`src/rtl/rgb_expander_pipe_pkg.sv`:
```
// Shared display types and the channel bit-replication helper.
// Pure declarations: no state, no latency, no flow control.
package display_pkg;

  typedef enum logic [1:0] {
    PASS  = 2'b00,
    BLINK = 2'b01,
    DIM   = 2'b10,
    BLANK = 2'b11
  } color_mode_e;

  localparam int MAX_CHAN_W = 8;

  // Repeat the in_w-bit value MSB-first and keep the top out_w bits; result is
  // right-aligned in 8 bits so callers of any width can take the low bits.
  function automatic logic [MAX_CHAN_W-1:0] expand_chan(
    input logic [MAX_CHAN_W-1:0] value,
    input int                    in_w,
    input int                    out_w
  );
    logic [MAX_CHAN_W-1:0] r;
    r = '0;
    for (int i = 0; i < MAX_CHAN_W; i++) begin
      if (i < out_w) begin
        r[3'(out_w - 1 - i)] = value[3'(in_w - 1 - (i % in_w))];
      end
    end
    return r;
  endfunction

endpackage

```
`src/rtl/rgb_expander_pipe_if.sv`:
```
// Pixel stream bundle: input pixel with its mode/brightness, output colour.
// Valid/ready on both sides; the slave modport is the pipeline's view.
interface rgb_expander_pipe_if #(
  parameter int IN_W     = 2,
  parameter int OUT_W    = 4,
  parameter int CHANNELS = 3,
  parameter int FADE_W   = 4
);

  logic                       in_valid;
  logic                       in_ready;
  logic [CHANNELS*IN_W-1:0]   in_color;
  display_pkg::color_mode_e   mode;
  logic [FADE_W-1:0]          brightness;
  logic                       out_valid;
  logic                       out_ready;
  logic [CHANNELS*OUT_W-1:0]  out_color;

  modport master (
    output in_valid, in_color, mode, brightness, out_ready,
    input  in_ready, out_valid, out_color
  );

  modport slave (
    input  in_valid, in_color, mode, brightness, out_ready,
    output in_ready, out_valid, out_color
  );

endinterface

```
`src/rtl/rgb_expander_pipe_chan_scale.sv`:
```
// One colour channel: applies PASS/BLINK/DIM/BLANK to an expanded value.
// Purely combinational, no handshake of its own.
module chan_scale
  import display_pkg::*;
#(
  parameter int OUT_W  = 4,
  parameter int FADE_W = 4
) (
  input  logic [OUT_W-1:0]  i_exp,
  input  color_mode_e       i_mode,
  input  logic [FADE_W-1:0] i_bright,
  input  logic              i_phase,
  output logic [OUT_W-1:0]  o_chan
);

  localparam int PW = OUT_W + FADE_W + 1;

  logic [PW-1:0] w_prod;

  // brightness+1 so that the all-ones code is an exact identity after >> FADE_W
  assign w_prod = PW'(i_exp) * (PW'(i_bright) + PW'(1));

  always_comb begin
    o_chan = '0;
    case (i_mode)
      PASS:  o_chan = i_exp;
      BLINK: o_chan = i_phase ? '0 : i_exp;
      DIM:   o_chan = w_prod[FADE_W +: OUT_W];
      BLANK: o_chan = '0;
    endcase
  end

endmodule

```
`src/rtl/rgb_expander_pipe.sv`:
```
// Widens packed RGB channels and applies a per-pixel display mode; 2 register stages.
// Latency 2 cycles, 1 pixel/cycle; in_ready follows out_ready combinationally when full.
module rgb_expander_pipe
  import display_pkg::*;
#(
  parameter int IN_W       = 2,
  parameter int OUT_W      = 4,
  parameter int CHANNELS   = 3,
  parameter int FADE_W     = 4,
  parameter int BLINK_HALF = 25_000_000
) (
  input  logic              clk,
  input  logic              reset,
  rgb_expander_pipe_if.slave pix
);

  localparam int CW_OUT = CHANNELS * OUT_W;
  localparam int CNT_W  = (BLINK_HALF > 1) ? $clog2(BLINK_HALF) : 1;

  logic [CNT_W-1:0]  r_blink_cnt;
  logic              r_blink_phase;

  logic              r_v1;
  logic [CW_OUT-1:0] r_exp1;
  color_mode_e       r_mode1;
  logic [FADE_W-1:0] r_bright1;
  logic              r_phase1;

  logic              r_v2;
  logic [CW_OUT-1:0] r_col2;

  logic              w_s1_load;
  logic              w_s2_load;
  logic              w_in_acc;
  logic [CW_OUT-1:0] w_exp;
  logic [CW_OUT-1:0] w_scaled;

  assign w_s2_load = !r_v2 || pix.out_ready;
  assign w_s1_load = !r_v1 || w_s2_load;
  assign w_in_acc  = pix.in_valid && w_s1_load;

  assign pix.in_ready  = w_s1_load;
  assign pix.out_valid = r_v2;
  assign pix.out_color = r_col2;

  // Free-running blink timer, independent of the pixel handshake
  always_ff @(posedge clk or posedge reset) begin
    if (reset) begin
      r_blink_cnt   <= '0;
      r_blink_phase <= 1'b0;
    end else if (r_blink_cnt == CNT_W'(BLINK_HALF - 1)) begin
      r_blink_cnt   <= '0;
      r_blink_phase <= ~r_blink_phase;
    end else begin
      r_blink_cnt   <= r_blink_cnt + 1'b1;
    end
  end

  for (genvar c = 0; c < CHANNELS; c++) begin : g_chan
    assign w_exp[c*OUT_W +: OUT_W] =
      OUT_W'(expand_chan(8'(pix.in_color[c*IN_W +: IN_W]), IN_W, OUT_W));

    chan_scale #(
      .OUT_W  (OUT_W),
      .FADE_W (FADE_W)
    ) u_scale (
      .i_exp    (r_exp1[c*OUT_W +: OUT_W]),
      .i_mode   (r_mode1),
      .i_bright (r_bright1),
      .i_phase  (r_phase1),
      .o_chan   (w_scaled[c*OUT_W +: OUT_W])
    );
  end

  // Stage 1: expanded colour plus the mode context sampled at acceptance
  always_ff @(posedge clk or posedge reset) begin
    if (reset) begin
      r_v1      <= 1'b0;
      r_exp1    <= '0;
      r_mode1   <= PASS;
      r_bright1 <= '0;
      r_phase1  <= 1'b0;
    end else if (w_s1_load) begin
      r_v1 <= pix.in_valid;
      if (w_in_acc) begin
        r_exp1    <= w_exp;
        r_mode1   <= pix.mode;
        r_bright1 <= pix.brightness;
        r_phase1  <= r_blink_phase;
      end
    end
  end

  // Stage 2: out_color only moves when the downstream slot is free
  always_ff @(posedge clk or posedge reset) begin
    if (reset) begin
      r_v2   <= 1'b0;
      r_col2 <= '0;
    end else if (w_s2_load) begin
      r_v2 <= r_v1;
      if (r_v1) begin
        r_col2 <= w_scaled;
      end
    end
  end

endmodule

```
`src/flat_wrapper.sv`:
```
// flat-port wrapper written by rule: the top's interface ports become plain ports
module rgb_expander_pipe_flat import display_pkg::*;
#(
  parameter int IN_W       = 2,
  parameter int OUT_W      = 4,
  parameter int CHANNELS   = 3,
  parameter int FADE_W     = 4,
  parameter int BLINK_HALF = 25_000_000
)
  (clk, reset, pix_in_valid, pix_in_color, pix_mode, pix_brightness, pix_out_ready, pix_in_ready, pix_out_valid, pix_out_color);
  rgb_expander_pipe_if #(.IN_W(IN_W), .OUT_W(OUT_W), .CHANNELS(CHANNELS), .FADE_W(FADE_W)) pix_i ();
  input  logic clk;
  input  logic reset;
  input wire logic [$bits(pix_i.in_valid)-1:0] pix_in_valid;
  input wire logic [$bits(pix_i.in_color)-1:0] pix_in_color;
  input wire logic [$bits(pix_i.mode)-1:0] pix_mode;
  input wire logic [$bits(pix_i.brightness)-1:0] pix_brightness;
  input wire logic [$bits(pix_i.out_ready)-1:0] pix_out_ready;
  output wire logic [$bits(pix_i.in_ready)-1:0] pix_in_ready;
  output wire logic [$bits(pix_i.out_valid)-1:0] pix_out_valid;
  output wire logic [$bits(pix_i.out_color)-1:0] pix_out_color;
  assign pix_i.in_valid = pix_in_valid;
  assign pix_i.in_color = pix_in_color;
  assign pix_i.mode = pix_mode;
  assign pix_i.brightness = pix_brightness;
  assign pix_i.out_ready = pix_out_ready;
  assign pix_in_ready = pix_i.in_ready;
  assign pix_out_valid = pix_i.out_valid;
  assign pix_out_color = pix_i.out_color;
  rgb_expander_pipe #(.IN_W(IN_W), .OUT_W(OUT_W), .CHANNELS(CHANNELS), .FADE_W(FADE_W), .BLINK_HALF(BLINK_HALF)) u_core (.clk(clk), .reset(reset), .pix(pix_i));
endmodule
```
`config.mk`:
```
export PLATFORM = sky130hd
export DESIGN_NAME = rgb_expander_pipe_flat
export DESIGN_NICKNAME = d
export VERILOG_FILES = /design/src/rtl/rgb_expander_pipe_pkg.sv /design/src/rtl/rgb_expander_pipe_if.sv /design/src/rtl/rgb_expander_pipe_chan_scale.sv /design/src/rtl/rgb_expander_pipe.sv /design/src/flat_wrapper.sv
export SDC_FILE = /design/constraint.sdc
export NUM_CORES = 1
export LEC_CHECK = 0
export ABC_AREA = 1
export BUFFER_PORTS_ARGS = -buffer_cell sky130_fd_sc_hd__buf_2
export CAP_MARGIN = 25
export CORE_MARGIN = 1
export CORE_UTILIZATION = 60
export CTS_CLUSTER_SIZE = 28
export DETAILED_ROUTE_END_ITERATION = 10
export PLACE_DENSITY = 0.88
export SLEW_MARGIN = 30
export SYNTH_ARGS = -nofsm -noshare
export SYNTH_HDL_FRONTEND = slang
export SYNTH_SLANG_ARGS = --single-unit
```
`constraint.sdc`:
```
create_clock -name clk -period 6.3 [get_ports clk]
set_clock_uncertainty 0.1 [all_clocks]
set_input_delay 1.26 -clock clk [delete_from_list [all_inputs] [get_ports clk]]
set_output_delay 1.26 -clock clk [all_outputs]
set_load 0.01 [all_outputs]
```
==> out/metrics.yaml, run 1 <==
outcome: "finished, violations left"
violations_in_the_final_reports: "DRC"
preCtsSetupSlack_ps: 2607
grt_pass1_vias: 3541
grt_start_max_net_pins: 54
boundaryPins: 30
h_tree_levels: 2
final_weighted_congestion_of_routability_driven_global_placement: 0.9228
synth_cell_types: 34
vias_per_cell: 5.596
rsz0062_at_grt: "no"
detailedPlacementHpwl_mm: 6.787
max-clock-path-buffers: 2
worstSkewPairLatency_ps: 320
initial_core_util: 0.6277
timing.hold.worst.class: "register to register"
antenna-diode-count: 0
drt-pass1-iter-count: 8
cts_buffers: 5
drive_gt1_frac: 0.1194
count_of_warnings_emitted_by_yosys: 0
worstPathMaxFanout: 10
p_sw_frac: 0.4420
number_of_cells_upsized_or_downsized_after_cts: 0
critical_path_required_ps: 6420
leakagePower_uw: 0.002319
simple_gate_share_of_the_synthesized_area: 0.2691
synth_compound_gate_area_share: 0.09094
synth-edff-count: 0
arrival_time_worst_endpoint_ps: 3900
timing.slew.headroom: 0.4544
route.antenna.remaining_nets: 0
path_delay_family: "adder cells"
layout.nets: 622
drcViolationCount: 2
power.switching_uw: 609.0
finalCriticalPeriod_ps: 3778
total_power_uw: 1378
setup_violations: 0
gr-usage-all-layers: 0.2699
detail_route.wirelength_mm: 8.694
synthMuxAreaShare: 0.008380
cap_viol_max_count: 0
ys_seq_elements: 53
timing.critical_path.to_type: "register"
vias_post_dr: 3570
synth_area_per_cell_um2: 7.635
cell_at_the_root_of_the_clock_tree: "sky130_fd_sc_hd__clkbuf_8"
synth_top_family_by_area: "simple AND/OR/NAND/NOR gates"
power_frac_seq: 0.308
share_of_total_power_in_the_clock_network: 0.157
synth_sequential_area_ratio: 0.3290
post_synth_inst_count: 528
grt_antenna_before_repair: 0
fillers: 504
fp.dieArea_um2: 7051
clock.fmax_mhz: 264.7
clkTransAtPathRegs_ps: 100
clock-sinks: 53
synthArstFlopShare: 1.000
timing_hold_violations_final: 0
setup.reg_to_reg.worst_slack_ps: 2520
worst_pin_slew_ps: 816.4
yosys_most_used_dff: "sky130_fd_sc_hd__dfrtp_1"
power_density_nw_per_um2: 316.2
yosys.area_share.xor_xnor: 0.04562
grt_pass1_wl_mm: 15.29
place.port_buffers: 29
cts_setup_buffers: 0
post_drt_wl_per_cell_um: 13.63
crit_buf_inv: 4
max-vdd-ir-drop_mv: 0.1958
die_width_um: 83.97
crit_path_cell_trace: "ha_1 -> xor2_1 -> inv_1 -> nor2_1 -> inv_1 -> fa_1 -> inv_1 -> ha_1 -> a21o_1 -> ha_1 -> a21oi_1 -> o21ai_0 -> o21ai_0 -> nand3_1 -> nand3_1 -> nand2_1 -> inv_1"
critical_path.startpoint_type: "register"
maxSlewViolCount: 0
rows: 29
synth_adder_area_share: 0.1614
final.period_utilization: 0.5997
comb_power_share: 0.535
area_of_the_mapped_netlist_um2: 4031
core-area_um2: 6422
detailed_router_s_first_iteration_violation_count: 254
critical-path-top-cell-by-count: "sky130_fd_sc_hd__inv_1"
finish.utilization: 0.6784
area_added_between_synthesis_and_finish_pct: 8.070
worst_setup_slack_final_ps: 2522
cpPeakStageDelay_ps: 540
worst_path_max_delay_cell: "sky130_fd_sc_hd__dfrtp_1"
cts_hold_buffers_added: 0
cts_tree: "built"
internal_power_uw: 768.8
kind_of_critical_path: "register to register"
grt.overflow.total: 0
tns_ps: 0
die_height_um: 83.97
postSynthNetCount: 590
## sequential cells by signal, summed over array words and instances, names as in the netlist
register,count
u_core.r_blink_cnt,25
u_core.pix.out_color,12
u_core.r_exp1,6
u_core.r_bright1,4
u_core.r_mode1,2
u_core.pix.out_valid,1
u_core.r_blink_phase,1
u_core.r_phase1,1
u_core.r_v1,1
## metal layers
metal  track usage  part of all wire  vias to the layer above
met5             0                 0                        -
met4        0.1191             0.031                        0
met3       0.05935             0.071                       29
met2        0.4404              0.46                      141
met1        0.3445              0.44                     1637
li1              -                 -                     1763
## logic make-up after synthesis
| family | Yosys count |
|---|---|
| muxes | 3 |
| DFF | 53 |
| and+or+nand+nor | 237 |
| AOI/OAI and AO/OA | 66 |
| buffers and inverters | 102 |
| xor gates and xnor gates | 21 |
| adders and majority gates | 46 |
## stage by stage
stage	area [um^2]	cells	hold WS [ps]
floorplan	4031	528	332.6
global placement	4255	630	350.2
detailed placement	4258	630	358.4
CTS	4357	638	375.9
global route	4357	638	396.5
finish	4357	638	370.8
## placed cells by master (no fill, tap or decap), types with 5 or more instances in the layout
master	n
sky130_fd_sc_hd__inv_1	93
sky130_fd_sc_hd__nand2_1	84
sky130_fd_sc_hd__nor2_1	69
sky130_fd_sc_hd__dfrtp_1	53
sky130_fd_sc_hd__ha_1	36
sky130_fd_sc_hd__nand3_1	31
sky130_fd_sc_hd__a21oi_1	29
sky130_fd_sc_hd__buf_2	29
sky130_fd_sc_hd__o21ai_0	21
sky130_fd_sc_hd__nor3_1	16
sky130_fd_sc_hd__xor2_1	14
sky130_fd_sc_hd__nand4_1	10
sky130_fd_sc_hd__fa_1	10
sky130_fd_sc_hd__a31oi_1	9
sky130_fd_sc_hd__xnor2_1	7
sky130_fd_sc_hd__clkbuf_8	6
sky130_fd_sc_hd__nor2_2	5
## Yosys cell counts (5+ instances only)
library cell / count / area share
sky130_fd_sc_hd__fa_1: 10 / 0.050
sky130_fd_sc_hd__xor2_1: 14 / 0.030
sky130_fd_sc_hd__a21oi_1: 29 / 0.036
sky130_fd_sc_hd__nand2_1: 84 / 0.078
sky130_fd_sc_hd__xnor2_1: 7 / 0.015
sky130_fd_sc_hd__dfrtp_1: 53 / 0.33
sky130_fd_sc_hd__o21ai_0: 21 / 0.026
sky130_fd_sc_hd__inv_1: 94 / 0.088
sky130_fd_sc_hd__nand4_1: 10 / 0.016
sky130_fd_sc_hd__nor2_1: 69 / 0.064
sky130_fd_sc_hd__ha_1: 36 / 0.11
sky130_fd_sc_hd__nor3_1: 16 / 0.020
sky130_fd_sc_hd__nand3_1: 31 / 0.038
sky130_fd_sc_hd__a31oi_1: 9 / 0.014
sky130_fd_sc_hd__nor2_2: 5 / 0.0078
## cell type report
cell class / count / area, um^2 / area share
multi-input combinational: 373 / 2320 / 0.5325
timing repair buffer: 29 / 145.1 / 0.03331
inverter: 98 / 370.4 / 0.08501
clock buffer: 6 / 82.58 / 0.01895
clock inverter: 2 / 16.27 / 0.003733
tap: 77 / 96.34 / 0.02211
sequential: 53 / 1326 / 0.3044
## path summary, 6_finish.rpt
check	from	endpoint	depth (start not counted)
max in group asynchronous	reset	u_core.r_blink_cnt[14]	2
min reg2reg	u_core.r_blink_cnt[0]	u_core.r_blink_cnt[0]	1
min	u_core.r_blink_cnt[0]	u_core.r_blink_cnt[0]	1
min in group asynchronous	reset	u_core.r_v1	2
max reg2reg	u_core.r_bright1[0]	u_core.pix.out_color[3]	17
max	u_core.r_bright1[0]	u_core.pix.out_color[3]	17
## power by group through the flow
stage                     logic [uW]  registers, uW  clock network [uW]
after floorplan                  538            442                   0
after global placement           686            431                   0
after detailed placement         729            431                   0
after CTS                        736            425                 218
after global routing             851            432                 235
final                            737            424                 216
Note: power is estimated with default switching activity, not from simulation.
==> run 2: changes to the inputs <==
--- a/config.mk
+++ b/config.mk
@@ -9,10 +9,10 @@
 export BUFFER_PORTS_ARGS = -buffer_cell sky130_fd_sc_hd__buf_2
 export CAP_MARGIN = 25
 export CORE_MARGIN = 1
-export CORE_UTILIZATION = 60
+export CORE_UTILIZATION = 55
 export CTS_CLUSTER_SIZE = 28
 export DETAILED_ROUTE_END_ITERATION = 10
-export PLACE_DENSITY = 0.88
+export PLACE_DENSITY = 0.85
 export SLEW_MARGIN = 30
 export SYNTH_ARGS = -nofsm -noshare
 export SYNTH_HDL_FRONTEND = slang
==> constraint.sdc (replaced) <==
create_clock -name clk -period 3 [get_ports clk]
set_clock_uncertainty 0.1 [all_clocks]
set_input_delay 0.6 -clock clk [delete_from_list [all_inputs] [get_ports clk]]
set_output_delay 0.6 -clock clk [all_outputs]
set_load 0.01 [all_outputs]
==> run 2 against run 1 <==
  * The flow finishes with violations (setup timing)
  * Power grew to 2.9 times the previous value
  * Sequential share of layout area is 4.3 points lower
  * Global-route usage is 3.4 points higher
  * Utilization is 5.3 points higher
  * Count of clock-buffer cells in the layout is 1 lower
  * Worst setup slack worse by 2800 ps
  * Routed wire length is 22% higher
  * Final cell count is 11% higher
  * Critical path depth is 4 higher
  * Via count is 9.3% higher
  * Cell area is 17% higher
  * Critical path type unchanged
==> out/metrics.yaml, run 2 (synthesis results as in run 1) <==
mostFrequentLayoutCells: "sky130_fd_sc_hd__inv_1, sky130_fd_sc_hd__nand2_1, sky130_fd_sc_hd__nor2_1"
power_frac_seq: 0.224
clkTransAtPathRegs_ps: 100
grt_pass1_vias: 4044
vias_per_cell: 5.510
area_added_between_synthesis_and_finish_pct: 26.04
timing.slew.headroom: 0.5451
cts_hold_buffers_added: 0
total_power_uw: 3979
tns_ps: -2662
worst_pin_slew_ps: 682.4
critical-path-top-cell-by-count: "sky130_fd_sc_hd__nand2_1"
timing.rr.end: "u_core.pix.out_color[2]"
rows: 30
die_height_um: 87.62
detailed_router_s_first_iteration_violation_count: 253
arrival_time_worst_endpoint_ps: 3400
grt.overflow.total: 0
drt-pass1-iter-count: 6
fp.dieArea_um2: 7676
cts_tree: "built"
critical_path.reg2reg.startpoint: "u_core.r_bright1[1]"
worstSkewPairLatency_ps: 310
comb_power_share: 0.626
boundaryPins: 30
timing_hold_violations_final: 0
outcome: "finished, violations left"
clock-sinks: 53
worst_path_max_delay_cell: "sky130_fd_sc_hd__fa_1"
post_drt_wl_per_cell_um: 15.04
power.switching_uw: 1646
path_delay_family: "adder cells"
detailedPlacementHpwl_mm: 7.542
grt_pass1_wl_mm: 17.80
timing.critical_path.to_type: "register"
internal_power_uw: 2334
layout.nets: 673
gr-usage-all-layers: 0.3034
setup_violations: 12
share_of_total_power_in_the_clock_network: 0.150
grt_start_max_net_pins: 54
post-route-cell-area_um2: 5081
initial_core_util: 0.5805
max-clock-path-buffers: 2
die_width_um: 87.62
largest_reg_flops: 25
crit_buf_inv: 4
timing.critical_path.to: "u_core.pix.out_color[2]"
critical_path.startpoint_type: "register"
layout_commonest_cell: "sky130_fd_sc_hd__inv_1"
maxSlewViolCount: 0
rsz0062_at_grt: "yes"
leakagePower_uw: 0.002592
antenna-diode-count: 0
timing.hold.worst.class: "input port to asynchronous set/reset pin"
cts_buffers: 5
p_sw_frac: 0.4136
core-area_um2: 6944
placed_cell_area_um2: 4686
startpoint: "u_core.r_bright1[1]"
worstPathMaxFanout: 5
drive_gt1_frac: 0.2696
cell_at_the_root_of_the_clock_tree: "sky130_fd_sc_hd__clkbuf_8"
crit_path_cell_trace: "ha_4 -> xor2_4 -> inv_4 -> nor2_4 -> inv_1 -> fa_1 -> inv_1 -> ha_4 -> xor2_1 -> ha_1 -> nand2_1 -> nand2_1 -> nand2_1 -> nand2_2 -> nand2_2 -> nand2_1 -> nand2_1 -> nand3_1 -> nand3_1 -> nand2_1 -> inv_1"
logic_depth_of_the_worst_register_to_register_path: 21
kind_of_critical_path: "register to register"
largest-register: "u_core.r_blink_cnt"
power_density_nw_per_um2: 783.2
cap_viol_max_count: 0
detail_route.wirelength_mm: 10.65
h_tree_levels: 2
vias_post_dr: 3901
fin_hold_ws_ps: 357.0
place.port_buffers: 29
finalCriticalPeriod_ps: 3279
clock.fmax_mhz: 305.0
max-vdd-ir-drop_mv: 0.3731
critical_path_required_ps: 3120
final_weighted_congestion_of_routability_driven_global_placement: 0.9535
grt_antenna_before_repair: 0
route.antenna.remaining_nets: 0
cpPeakStageDelay_ps: 480
final.period_utilization: 1.093
worst_setup_slack_final_ps: -279.0
violations_in_the_final_reports: "setup timing"
setup.reg_to_reg.worst_slack_ps: -280
drcViolationCount: 0
worst-path-stages: 21
==> run 2: layer usage <==
| metal | vias to the layer above | wire (um) | share of wire | global-route usage |
|---|---|---|---|---|
| met5 | - | 0 | 0 | 0 |
| met2 | 142 | 5343 | 0.50 | 0.5483 |
| met1 | 1856 | 4271 | 0.40 | 0.3485 |
| met3 | 40 | 574 | 0.054 | 0.04430 |
| met4 | 0 | 457 | 0.043 | 0.1580 |
| li1 | 1863 | - | - | - |
==> run 2: repair_timing <==
| action | in CTS | in global routing |
|---|---|---|
| pin swaps | 28 | 6 |
| resized for setup | 49 | 9 |
| cloned | 0 | 0 |
| setup buffers | 8 | 0 |
| setup endpoints to repair | 12 | 12 |
==> run 2: stage by stage <==
step	util	instances	setup slack [ps]
final	0.7317	708	-279.0
after global routing	0.7317	708	-444.6
after CTS	0.7285	708	-222.8
after detailed placement	0.6748	692	-356.5
after global placement	0.6748	692	-240.1
after floorplan	-	528	-66.18
==> run 2: cell type report <==
class / count / area, um^2
tap: 96 / 120.1
multi-input combinational: 373 / 2586
clock buffer: 5 / 68.82
sequential: 53 / 1328
timing repair buffer: 80 / 539.3
inverter: 98 / 370.4
fill: 509 / 1863
clock inverter: 3 / 68.82
==> run 2: worst min-delay path: stages <==
cell,delay (ps)
sky130_fd_sc_hd__buf_2,100
sky130_fd_sc_hd__inv_2,30
sky130_fd_sc_hd__buf_4,540
==> run 2: power groups by stage <==
| stage | Sequential, uW | Clock, uW | Combinational (uW) |
|---|---|---|---|
| after floorplan | 928 | 0 | 1290 |
| after global placement | 893 | 0 | 1920 |
| after detailed placement | 897 | 0 | 2030 |
| after CTS | 889 | 601 | 2380 |
| after global routing | 905 | 632 | 2730 |
| final | 891 | 597 | 2490 |
==> run 2: worst min-delay path by stage <==
stage / to / slack [ps] / cells after the start
finish: u_core.pix.out_color[5] / 360 / 3
global route: u_core.r_blink_cnt[0] / 410 / 1
CTS: u_core.r_blink_cnt[0] / 380 / 1
detailed placement: u_core.r_blink_cnt[0] / 360 / 1
global placement: u_core.r_blink_cnt[0] / 350 / 1
floorplan: u_core.r_blink_cnt[0] / 330 / 1
